--- config.mk ---
export PLATFORM = sky130hd
export DESIGN_NAME = demo_scene_sequencer
export DESIGN_NICKNAME = d
export VERILOG_FILES = /design/src/rtl/demo_scene_sequencer.sv
export SDC_FILE = /design/constraint.sdc
export NUM_CORES = 1
export LEC_CHECK = 0
export ABC_AREA = 1
export BUFFER_PORTS_ARGS = -buffer_cell sky130_fd_sc_hd__buf_4
export CAP_MARGIN = 20
export CORE_AREA = 2 2 43 45
export DETAILED_ROUTE_END_ITERATION = 10
export DIE_AREA = 0 0 45 47
export PLACE_DENSITY = 0.78
export SYNTH_ARGS = -nofsm -noshare
export SYNTH_HDL_FRONTEND = slang
export SYNTH_SLANG_ARGS = --single-unit
--- constraint.sdc ---
create_clock -name clk -period 2.7 [get_ports clk]
set_clock_uncertainty 0.2 [all_clocks]
set_input_delay 0.54 -clock clk [delete_from_list [all_inputs] [get_ports clk]]
set_output_delay 0.54 -clock clk [all_outputs]
set_load 0.01 [all_outputs]
--- src/rtl/demo_scene_sequencer.sv ---
// Scene scheduler: counts vsync frames and walks vga_state/audio_select through the scene loop.
// Optional fade gap between scenes is enabled with the SCENE_FADE_EN macro.
module demo_scene_sequencer #(
  parameter int NUM_SCENES   = 4,
  parameter int SCENE_FRAMES = 120,
  parameter int FADE_FRAMES  = 8,
  parameter int FRAME_CNT_W  = 8
) (
  input  logic       clk,
  input  logic       rst,
  input  logic       vsync,
  input  logic       skip,
  input  logic       pause,
  output logic [1:0] vga_state,
  output logic [1:0] audio_select,
  output logic       scene_blank,
  output logic       frame_tick
);

  typedef enum logic [0:0] {
    PLAY = 1'b0,
    FADE = 1'b1
  } state_t;

  localparam logic [1:0]             LAST_IDX   = 2'(NUM_SCENES - 1);
  localparam logic [FRAME_CNT_W-1:0] SCENE_LAST = FRAME_CNT_W'(SCENE_FRAMES - 1);
  localparam logic [FRAME_CNT_W-1:0] FADE_LAST  = FRAME_CNT_W'(FADE_FRAMES - 1);

  state_t                 state_r;
  logic                   vsync_q_r;
  logic                   skip_meta_r;
  logic                   skip_sync_r;
  logic                   skip_prev_r;
  logic [1:0]             scene_idx_r;
  logic [FRAME_CNT_W-1:0] frame_cnt_r;

  logic [1:0]             next_idx_s;
  logic                   skip_pulse_s;
  logic                   count_en_s;
  logic                   scene_end_s;
  logic                   fade_end_s;

  // Frame detect: one-cycle pulse on the first sampled low vsync cycle.
  always_ff @(posedge clk or posedge rst) begin
    if (rst) begin
      vsync_q_r  <= 1'b0;
      frame_tick <= 1'b0;
    end else begin
      vsync_q_r  <= vsync;
      frame_tick <= vsync_q_r & ~vsync;
    end
  end

  // Skip button synchroniser plus edge register.
  always_ff @(posedge clk or posedge rst) begin
    if (rst) begin
      skip_meta_r <= 1'b0;
      skip_sync_r <= 1'b0;
      skip_prev_r <= 1'b0;
    end else begin
      skip_meta_r <= skip;
      skip_sync_r <= skip_meta_r;
      skip_prev_r <= skip_sync_r;
    end
  end

  // Next-scene and end-of-interval decode.
  always_comb begin
    next_idx_s   = (scene_idx_r == LAST_IDX) ? 2'd0 : scene_idx_r + 2'd1;
    skip_pulse_s = skip_sync_r & ~skip_prev_r;
    count_en_s   = frame_tick & ~pause;
    // Skip bypasses pause; a coincident expiry still yields a single end.
    scene_end_s  = skip_pulse_s | (count_en_s & (frame_cnt_r == SCENE_LAST));
    fade_end_s   = skip_pulse_s | (count_en_s & (frame_cnt_r == FADE_LAST));
  end

  // Scene FSM with registered output decode.
  always_ff @(posedge clk or posedge rst) begin
    if (rst) begin
      state_r      <= PLAY;
      scene_idx_r  <= 2'd0;
      frame_cnt_r  <= '0;
      vga_state    <= 2'd0;
      audio_select <= 2'd1;
      scene_blank  <= 1'b0;
    end else begin
      case (state_r)
        PLAY: begin
          if (scene_end_s) begin
            frame_cnt_r <= '0;
`ifdef SCENE_FADE_EN
            state_r     <= FADE;
            scene_blank <= 1'b1;
`else
            scene_idx_r  <= next_idx_s;
            vga_state    <= next_idx_s;
            audio_select <= next_idx_s + 2'd1;
            scene_blank  <= 1'b0;
`endif
          end else if (count_en_s) begin
            frame_cnt_r <= frame_cnt_r + 1'b1;
          end
        end
        FADE: begin
          if (fade_end_s) begin
            state_r      <= PLAY;
            frame_cnt_r  <= '0;
            scene_idx_r  <= next_idx_s;
            vga_state    <= next_idx_s;
            audio_select <= next_idx_s + 2'd1;
            scene_blank  <= 1'b0;
          end else if (count_en_s) begin
            frame_cnt_r <= frame_cnt_r + 1'b1;
          end
        end
        default: begin
          state_r     <= PLAY;
          frame_cnt_r <= '0;
          scene_blank <= 1'b0;
        end
      endcase
    end
  end

endmodule

* Word-level counts from Yosys, hierarchy flattened *
Index checks and enable logic that the tools add are counted.

cells by class
  mux-type cells = 16
  reduce and logical (&&, ||, !) cells = 1
  equal/unequal tests = 5
  bitwise gates (word level) = 11
  $add $sub $neg = 3

operators with widths
  cell                                           number
  2-to-1 mux 8 bit                               3
  case mux 8 bit (2 select lines)                1
  2-to-1 mux 2 bit                               5
  adder 8 x 1 -> 8 bit, second input constant    1
  == test 8 x 3 -> 1 bit, second input constant  1
  == test 8 x 7 -> 1 bit, second input constant  1
  case mux 2 bit (2 select lines)                2
  AND 1 bit                                      5
  adder 2 x 1 -> 2 bit, second input constant    2
  2-to-1 mux 1 bit                               4
  NOT 1 bit                                      4
  == test 2 bit, second input constant           1
  != test 2 x 1 -> 1 bit, second input constant  1
  != test 2 bit, second input constant           1
  bitwise OR 1 bit                               2
  case mux 1 bit (2 select lines)                1
  AND reduction 2 bit                            1

storage, ports and cells
  word-level logic and storage cells = 46
  output and inout port bits = 6
  bits of input ports = 5
  flip-flop bits (word level) = 19

* Longest topological paths before layout *
Gate-level depths: netlist (run 1).

  depth after elaboration = 6
  mapped depth = 8
  depth with buffers taken out = 8

* Worst setup path after synthesis (run 1) *
No wires, ideal clock.

  kind = in2reg
  start = input port pause
  end = register frame_cnt_r[4]
  cell stages on the path = 8
  data required time = 2.378 ns
  data arrival time = 1.170 ns
  setup slack = 1.208 ns
  buffers on the path = 0
  path through = inv_2 > nand2_2 > nor2_4 > nand2_1 > nand2_4 > nand2_4 > inv_6 > nor2_2

between the ends
  longest elaborated chain between the ends = 6

ends and longest elaborated chain
  what                                        RTL line  text
  from (decl)                                 13        input logic pause,
  NOT 1 bit *                                 71        count_en_s = frame_tick & ~pause;
  AND 1 bit *                                 71
  AND 1 bit, on equally long branches         74, 73
  bitwise OR 1 bit, on equally long branches  74, 73
  2-to-1 mux 8 bit, on equally long branches  105, 89
  case mux 8 bit (2 select lines) *           87        case (state_r)
  to (signal assigned)                        101       frame_cnt_r <= frame_cnt_r + 1'b1;
  to (signal assigned)                        113       frame_cnt_r <= frame_cnt_r + 1'b1;
  to (decl)                                   35        logic [FRAME_CNT_W-1:0] frame_cnt_r;

Mark *: on every way between the ends. The rest lies on a longest branch, timed or not.
A chain may end at the register's enable or synchronous reset.

* Final worst setup path (run 1) *
  start = register audio_select[0]
  end = output port audio_select[0]

RTL lines
  what                    RTL line  text
  from (decl)             15        output logic [1:0] audio_select,
  from (signal assigned)  97        audio_select <= next_idx_s + 2'd1;
  from (signal assigned)  110       audio_select <= next_idx_s + 2'd1;

No word-level cell between the ends.

==> results of run 1 <==
## power groups by stage
stage	clock (µW)	combinational [µW]	sequential, µW
after floorplan	0	85.5	346
after global placement	0	154	336
after detailed placement	0	158	337
after CTS	163	160	331
after global routing	173	176	335
final	157	158	330
## flip-flops by register name (all words and copies together) (netlist names)
name and count:
scene_idx_r 2, skip_sync_r 1, audio_select 2, frame_cnt_r 8, state_r 1, vsync_q_r 1
frame_tick 1, skip_prev_r 1, skip_meta_r 1
## layout by cell type, fill, tap and decap left out, types with 2 or more instances in the layout
| master | count |
|---|---|
| ha_1 | 2 |
| o21ai_0 | 2 |
| nand3_1 | 7 |
| nand4_1 | 3 |
| nor2_1 | 6 |
| clkbuf_4 | 3 |
| dfrtp_1 | 17 |
| xor2_1 | 3 |
| inv_1 | 13 |
| buf_4 | 9 |
| nand2_4 | 3 |
| nand2_1 | 25 |
| nor2_2 | 9 |
## cell families after synthesis
logic type | after synthesis
simple gates | 57
flops | 18
buf+inv | 16
compound gates | 5
xor+xnor | 3
fa+ha+maj | 2
other cells | 1
mux | 1
## worst max-delay path by stage
stage / startpoint / to / slack (ns) / depth (start not counted)
after floorplan: pause / frame_cnt_r[4] / 1.21 / 8
after global placement: pause / frame_cnt_r[4] / 1.04 / 9
after detailed placement: pause / frame_cnt_r[4] / 1.01 / 9
after CTS: audio_select[0] / audio_select[0] / 1.01 / 1
after global routing: frame_cnt_r[0] / frame_cnt_r[4] / 0.96 / 8
final: audio_select[0] / audio_select[0] / 1.02 / 1
## metrics by stage
| step | cells | utilization [%] | area [µm²] | power (µW) | setup slack [ns] |
|---|---|---|---|---|---|
| after floorplan | 103 | - | 912.1 | 431.8 | 1.208 |
| after global placement | 128 | 60.15 | 993.5 | 489.6 | 1.037 |
| after detailed placement | 128 | 60.15 | 993.5 | 494.4 | 1.006 |
| after CTS | 132 | 62.35 | 1030 | 653.4 | 1.009 |
| after global routing | 132 | 62.35 | 1030 | 683.6 | 0.9573 |
| final | 132 | 62.35 | 1030 | 645.2 | 1.023 |
## final cells by class
class	instances	area, µm²	area share, %
clock buffer	4	36.28	3.524
inverter	15	61.31	5.954
multi-input combinational	69	391.6	38.03
sequential	18	451.7	43.86
tap	17	21.27	2.066
timing repair buffer	9	67.56	6.561
## Yosys cell counts
master	n
inv_1	13
xor2_1	3
nor2_4	1
a21oi_1	1
conb_1	1
inv_2	1
nand3b_1	1
nor2_2	9
nand2_4	3
nand2_1	25
nand2_2	1
mux2i_1	1
nor2_1	6
nand3_2	1
a31o_2	1
buf_4	1
o21ai_0	2
dfstp_2	1
a21boi_0	1
nand3_1	7
ha_1	2
inv_6	1
dfrtp_1	17
nand4_1	3
## routing by layer
metal  wire length (µm)  up-vias  global-route usage [%]
met3                 53        4                   2.308
met4                 31        0                   10.59
li1                   -      346                       -
met5                  0        -                       0
met2                658       16                   25.71
met1                592      309                   18.77
==> results_dict.tcl, run 1 <==
set metrics [dict create \
    outcome "finished, final reports clean" \
    maxSlewHeadroom_pct 57.73 \
    die_area_mm2 0.002115 \
    detailedRoute.firstPassIterationCount 4 \
    synth_simple_gate_area_share_pct 32.37 \
    finalSetupTns_ns 0 \
    worst_hold_slack_ns 0.1272 \
    worst_setup_ep_type "output pin" \
    number_of_cell_instances_on_the_worst_register_to_register_path 8 \
    tritoncts_num_sinks 18 \
    finalSetupViolCount 0 \
    synth_compound_area_share_pct 3.429 \
    antenna-diode-count 0 \
    first_global_vias 600 \
    htreeDepth 1 \
    number_of_nets_still_failing_antenna_checks_after_routing 0 \
    worst_path_largest_cell_delay_ns 0.54 \
    share_of_synthesized_area_spent_on_multiplexers_pct 1.097 \
    synth-seq-area-share_pct 49.52 \
    post-route-period-util_pct 62.12 \
    worst_setup_hold_path_clk_slew_ns 0.09 \
    synth_fa_ha_area_share_pct 2.743 \
    yosys_register_bits 18 \
    critical_path_arrival_ns 0.94 \
    synth_area_leaders "dfrtp_1 47%, nand2_1 10%, nor2_2 6.2%" \
    global_route_congestion_overflow_total 0 \
    crit_path_max_fanout 2 \
    cap_violations 0 \
    finalMaxSlewViolations 0 \
    avgRoutedWirePerCell_um 10.12 \
    cp-start-kind "register" \
    crit-reg2reg-launch "frame_cnt_r[0]" \
    yosys.area.top_type_share_pct 46.64 \
    floorplan.die.height_um 47 \
    cp.buffers_inverters 1 \
    grt_setup_unrepaired "no" \
    largest_net_degree_at_the_start_of_global_routing 19 \
    area_growth_syn_to_layout_pct 12.89 \
    standby_leakage_power_uw 0.0005463 \
    final_period_minus_worst_setup_slack_ns 1.677 \
    path_delay_family "flip-flops" \
    ctsRootBufferMaster "clkbuf_4" \
    netlist_area_um2 912.1 \
    synth-warning-count 0 \
    tritoncts "yes" \
    switching_power_of_the_nets_uw 181.2 \
    vdd.ir_drop.worst_uv 527.4 \
    pwr_density_cell_mw_per_mm2 626.5 \
    port-buffer-count 9 \
    ff2ff_setup_slack_ns 1.11 \
    drt-total-wl_um 1336 \
    finalNetCount 123 \
    seq_power_share_pct 51.2 \
    clk_latency_ns 0.29 \
    worst_ep_required_time_ns 1.96 \
    place.detailed.hpwl_um 1055 \
    cts_max_path_buffers 2 \
    num_rows 15 \
    synth_cells 103 \
    drc 0 \
    initialDrtViolationCount 15 \
    detail_route.vias_per_cell 5.114 \
    post-cts-setup-buffers 0 \
    cts_hold_buffers 0 \
    critical_path_class "reg -> out" \
    synthDistinctLibCells 24 \
    fill_cells 131 \
    share_clk_of_total_power_pct 24.3 \
    yosysTopAreaCell "dfrtp_1" \
    min_path_type "in -> async" \
    worst_pin_slew_ns 0.6334 \
    die_width_um 45 \
    start_util_pct 55.23 \
    synthesis.nets 110 \
    p_int_uw 463.9 \
    synth.avg_cell_area_um2 8.856 \
    grt_pass1_wl_um 2297 \
    floorplan.io_pins 11 \
    gp_routability_congestion 0.7809 \
    cts_resized 0 \
    critical_path_cell_sequence "buf_4" \
    final_layout_size_suffix_gt1_share_pct 27.83 \
    antenna_violations_before_repair 0 \
    sw_share_pct 28.09 \
    crit_path_top_delay_cell "dfstp_2" \
    combinationalPowerShare_pct 24.4 \
    core_mm2 0.001652 \
    synth_top_family_by_area "simple AND/OR/NAND/NOR gates" \
    fmaxAchievable_mhz 596.2 \
    vias 675 \
    finalHoldViolCount 0 \
    rr_endpoint "frame_cnt_r[4]" \
    synthXorXnorAreaFrac_pct 2.881 \
    tritoncts_buffer_count 3 \
    gr-usage-all-layers_pct 15.51 \
]
No activity file was read; power rests on OpenSTA's default activity.
==> run 2: changes to the inputs <==
Settings changed: CORE_AREA 2 2 43 45 to 2 2 44 46, DIE_AREA 0 0 45 47 to 0 0 46 48, PLACE_DENSITY 0.78 to 0.75.
Clock period 2.7 ns to 1.7 ns, I/O delays scaled along.
==> run 2 against run 1 <==
  * Final area is 3.6% higher
  * Global-route usage up 1.0 points
  * Total power is 59% higher
  * Wire length is 7.1% higher
  * Die area rose by 4.4%
  * Sequential cell count is the same
  * Non-clock buffer count grew 4
  * Register-to-register slack got worse by 1.0 ns
  * Sequential power rose by 59%
  * First-iteration DRC count is 40% lower
  * Final cell count is 3.0% higher
  * Utilization rose by 0.84 points
==> results_dict.tcl, run 2 (same netlist as run 1, synthesis figures left out) <==
set metrics [dict create \
    outcome "finished, final reports clean" \
    finalHoldViolCount 0 \
    critical_path_cell_sequence "ha_1, nand2_1, nor2_4, nand2_1, nand2_4, nand2_4, inv_6, nor2_2" \
    clk_latency_ns 0.28 \
    routedLengthMet1_um 635 \
    worst_setup_hold_path_clk_slew_ns 0.09 \
    mostFrequentLayoutCells "25 x nand2_1, 17 x dfrtp_1, 13 x inv_1" \
    layout.cells.most_common "nand2_1" \
    floorplan.die.height_um 48 \
    standby_leakage_power_uw 0.0005636 \
    critical_path_class "reg -> reg" \
    final_core_util_pct 63.19 \
    dr.max_layer_used "met4" \
    port-buffer-count 9 \
    crit_path_top_delay_cell "dfrtp_1" \
    worst_ep_required_time_ns 1.68 \
    area_growth_syn_to_layout_pct 17.01 \
    pwr_density_cell_mw_per_mm2 959.0 \
    start_util_pct 54.00 \
    vias 683 \
    vdd.ir_drop.worst_uv 712.5 \
    die_width_um 46 \
    detailedRoute.firstPassIterationCount 5 \
    post-route-period-util_pct 93.36 \
    cts_max_path_buffers 2 \
    core_mm2 0.001689 \
    cp-start-kind "register" \
    post-place-ws_ns 0.1192 \
    final_layout_size_suffix_gt1_share_pct 27.73 \
    floorplan.io_pins 11 \
    worst_setup_ep_type "register" \
    avgRoutedWirePerCell_um 10.52 \
    largest-register "frame_cnt_r" \
    number_of_nets_still_failing_antenna_checks_after_routing 0 \
    antenna_violations_before_repair 0 \
    grt_pass1_wl_um 2546 \
    wl_met3_um 61 \
    worst_path_largest_cell_delay_ns 0.40 \
    die_area_mm2 0.002208 \
    gr-usage-all-layers_pct 16.56 \
    route.met2.wl_um 722 \
    fmaxAchievable_mhz 630.1 \
    first_global_vias 628 \
    critPathLaunch "frame_cnt_r[0]" \
    post-cts-setup-buffers 0 \
    ff2ff_setup_slack_ns 0.11 \
    layout_top_registers "frame_cnt_r: 8 flops, audio_select: 2 flops, scene_idx_r: 2 flops" \
    antenna-diode-count 0 \
    global_route_congestion_overflow_total 0 \
    drt-total-wl_um 1431 \
    crit_path_max_fanout 7 \
    crit-reg2reg-launch "frame_cnt_r[0]" \
    grt_setup_unrepaired "no" \
    largest_register_ff_count 8 \
    finalMaxSlewViolations 0 \
    min-delay-start "skip_meta_r" \
    htreeDepth 1 \
    largest_net_degree_at_the_start_of_global_routing 11 \
    path_delay_family "simple AND/OR/NAND/NOR gates" \
    detail_route.vias_per_cell 5.022 \
    gp_routability_congestion 0.8841 \
    cts_hold_buffers 3 \
    finalSetupViolCount 0 \
    finalNetCount 127 \
    drc 0 \
    postLayoutSetupSlackWorst_ns 0.1129 \
    tritoncts "yes" \
    cts_resized 0 \
    cap_violations 0 \
    cp.buffers_inverters 1 \
    final_period_minus_worst_setup_slack_ns 1.587 \
    num_rows 15 \
    place.detailed.hpwl_um 1163 \
    tritoncts_buffer_count 3 \
    critical_path_arrival_ns 1.56 \
    finalSetupTns_ns 0 \
    tritoncts_num_sinks 18 \
    ctsRootBufferMaster "clkbuf_4" \
    min_path_type "reg -> reg" \
    initialDrtViolationCount 9 \
]
run 2: cell count changes in the layout (fill, tap and decap cells not counted):
cell,change
buf_4,+1
dlygate4sd3_1,+3
run 2: worst paths after layout:
path	endpoint	cells past startpoint
max	frame_cnt_r[0]	8
max in group asynchronous	frame_cnt_r[1]	4
min	skip_sync_r	0
max reg2reg	frame_cnt_r[0]	8
min reg2reg	skip_sync_r	0
min in group asynchronous	state_r	3
run 2: power by group:
group          switching (µW)  internal, µW
combinational             127           124
clock                     117           130
sequential               37.6           487
total                     282           742
run 2: area by class of cell:
| type | count | area [µm²] |
|---|---|---|
| Sequential cell | 18 | 451.7 |
| Multi-Input combinational cell | 69 | 391.6 |
| Fill cell | 151 | 621.8 |
| Clock buffer | 4 | 36.28 |
| Tap cell | 17 | 21.27 |
| Inverter | 15 | 61.31 |
| Timing Repair Buffer | 13 | 105.1 |
run 2: metal layers:
layer / GRT usage, % / vias up
met3: 2.264 / 2
li1: - / 347
met5: 0 / -
met2: 27.50 / 14
met4: 8.000 / 0
met1: 21.46 / 320
run 2: worst reg2reg max path, cell delays in order (launching register included):
cell     delay, ns
dfrtp_1       0.40
ha_1          0.20
nand2_1       0.12
nor2_4        0.14
nand2_1       0.10
nand2_4       0.11
nand2_4       0.09
inv_6         0.10
nor2_2        0.04
run 2: stage by stage:
stage	power [µW]	area (µm²)	cells	hold slack, ns
floorplan	685.7	912.1	103	0.07784
global placement	779.7	1001	129	0.1084
detailed placement	784.0	1001	129	0.1117
CTS	1044	1067	136	0.1647
global route	1086	1067	136	0.1686
finish	1024	1067	136	0.1620
==> run 3: changes to the inputs <==
Settings changed: RECOVER_POWER set to 25.
==> run 3 against run 2 <==
  * Sequential power barely moved
  * Non-clock buffer count did not move
  * Clock-buffer cell count stayed put
  * Via count down 0.29%
  * Combinational power is essentially flat
  * Critical endpoint unchanged
  * Utilization fell by 0.22 points
  * Clock power barely moved
  * Final cell count is the same
  * Total power shrank 0.14%
  * Setup slack hardly changed
  * Final area decreased by 0.35%
  * Critical path depth is the same
==> results_dict.tcl, run 3 (same netlist as run 1, synthesis figures left out) <==
set metrics [dict create \
    cap_violations 0 \
    outcome "finished, final reports clean" \
    die_area_mm2 0.002208 \
    min_path_type "reg -> reg" \
    drt-total-wl_um 1430 \
    postLayoutSetupSlackWorst_ns 0.1126 \
    grt_setup_unrepaired "no" \
    core_mm2 0.001689 \
    vias 681 \
    sw_share_pct 27.56 \
    place.detailed.hpwl_um 1163 \
    floorplan.io_pins 11 \
    antenna_violations_before_repair 0 \
    area_growth_syn_to_layout_pct 16.60 \
    drc 0 \
    post-place-ws_ns 0.1192 \
    largest-register "frame_cnt_r" \
    cts_hold_buffers 3 \
    finalNetCount 127 \
    ctsRootBufferMaster "clkbuf_4" \
    finalHoldViolCount 0 \
    worst_ep_required_time_ns 1.68 \
    port-buffer-count 9 \
    worst_setup_hold_path_clk_slew_ns 0.09 \
    number_of_nets_still_failing_antenna_checks_after_routing 0 \
    gp_routability_congestion 0.8841 \
    first_global_vias 628 \
    largest_register_ff_count 8 \
    gr-usage-all-layers_pct 16.56 \
    antenna-diode-count 0 \
    switching_power_of_the_nets_uw 281.7 \
    p_int_uw 740.4 \
    initialDrtViolationCount 9 \
    cts_resized 0 \
    cp-start-kind "register" \
    num_rows 15 \
    worst_setup_ep_type "register" \
    final_period_minus_worst_setup_slack_ns 1.587 \
    final_layout_size_suffix_gt1_share_pct 26.89 \
    detailedRoute.firstPassIterationCount 4 \
    hold_depth 0 \
    mostFrequentLayoutCells "25 x nand2_1, 17 x dfrtp_1, 13 x inv_1" \
    avgRoutedWirePerCell_um 10.51 \
    combinationalPowerShare_pct 24.5 \
    layout.cells.most_common "nand2_1" \
    post-cts-setup-buffers 0 \
    share_clk_of_total_power_pct 24.2 \
    tritoncts_buffer_count 3 \
    largest_net_degree_at_the_start_of_global_routing 11 \
    die_width_um 46 \
    clk_latency_ns 0.28 \
    finalSetupViolCount 0 \
    fmaxAchievable_mhz 630.0 \
    cts_max_path_buffers 2 \
    finalMaxSlewViolations 0 \
    post-route-period-util_pct 93.38 \
    number_of_cell_instances_on_the_worst_register_to_register_path 8 \
    pwr_density_cell_mw_per_mm2 961.1 \
    global_route_congestion_overflow_total 0 \
    htreeDepth 1 \
    critical_path_class "reg -> reg" \
    finalSetupTns_ns 0 \
    standby_leakage_power_uw 0.0005596 \
    layout_top_registers "frame_cnt_r: 8 flops, audio_select: 2 flops, scene_idx_r: 2 flops" \
    critical_path_arrival_ns 1.56 \
    tritoncts "yes" \
    grt_pass1_wl_um 2546 \
    vdd.ir_drop.worst_uv 712.5 \
    crit_path_max_fanout 7 \
    floorplan.die.height_um 48 \
    tritoncts_num_sinks 18 \
    detail_route.vias_per_cell 5.007 \
    start_util_pct 54.00 \
    seq_power_share_pct 51.3 \
]
run 3: cell count changes in the layout (fill, tap and decap cells not counted), sizes merged:
cell	change
buf	-3
clkbuf	+3
run 3: cell type report:
type	count	area, µm²
timing repair buffer	13	101.3
inverter	15	61.31
multi-input combinational	69	391.6
sequential	18	451.7
clock buffer	4	36.28
tap	17	21.27
fill	153	625.6
run 3: final timing paths:
check | endpoint | startpoint | slack [ns]
max | frame_cnt_r[0] | frame_cnt_r[0] | 0.11
min | skip_sync_r | skip_meta_r | 0.16
max reg2reg | frame_cnt_r[0] | frame_cnt_r[0] | 0.11
min reg2reg | skip_sync_r | skip_meta_r | 0.16
max in group asynchronous | frame_cnt_r[1] | rst | 0.51
min in group asynchronous | state_r | rst | 0.35
run 3: routing by layer:
| layer | part of all wire, % | global-route usage (%) |
|---|---|---|
| met2 | 50 | 27.50 |
| met4 | 0.84 | 8.000 |
| met3 | 4.1 | 2.264 |
| met5 | 0 | 0 |
| met1 | 45 | 21.46 |
run 3: metrics by stage:
stage	area (µm²)	utilization [%]	total power, µW	hold WS, ns	instances
floorplan	912.1	-	685.7	0.07784	103
global placement	1001	59.26	779.7	0.1084	129
detailed placement	1001	59.26	784.0	0.1117	129
CTS	1067	63.19	1044	0.1647	136
global route	1064	62.96	1085	0.1686	136
finish	1064	62.96	1022	0.1619	136
run 3: worst max-delay path, stage by stage, from the launching register on:
cell and delay [ns]:
dfrtp_1 0.40, ha_1 0.20, nand2_1 0.12, nor2_4 0.14, nand2_1 0.10, nand2_4 0.11, nand2_4 0.09, inv_6 0.10
nor2_2 0.04
run 3: power by group through the flow:
stage          clock (µW)  sequential (µW)  combinational, µW
2_1_floorplan           0              550                136
3_3_place_gp            0              532                247
3_5_place_dp            0              534                250
4_1_cts               261              524                259
5_1_grt               274              532                279
6_report              247              525                250
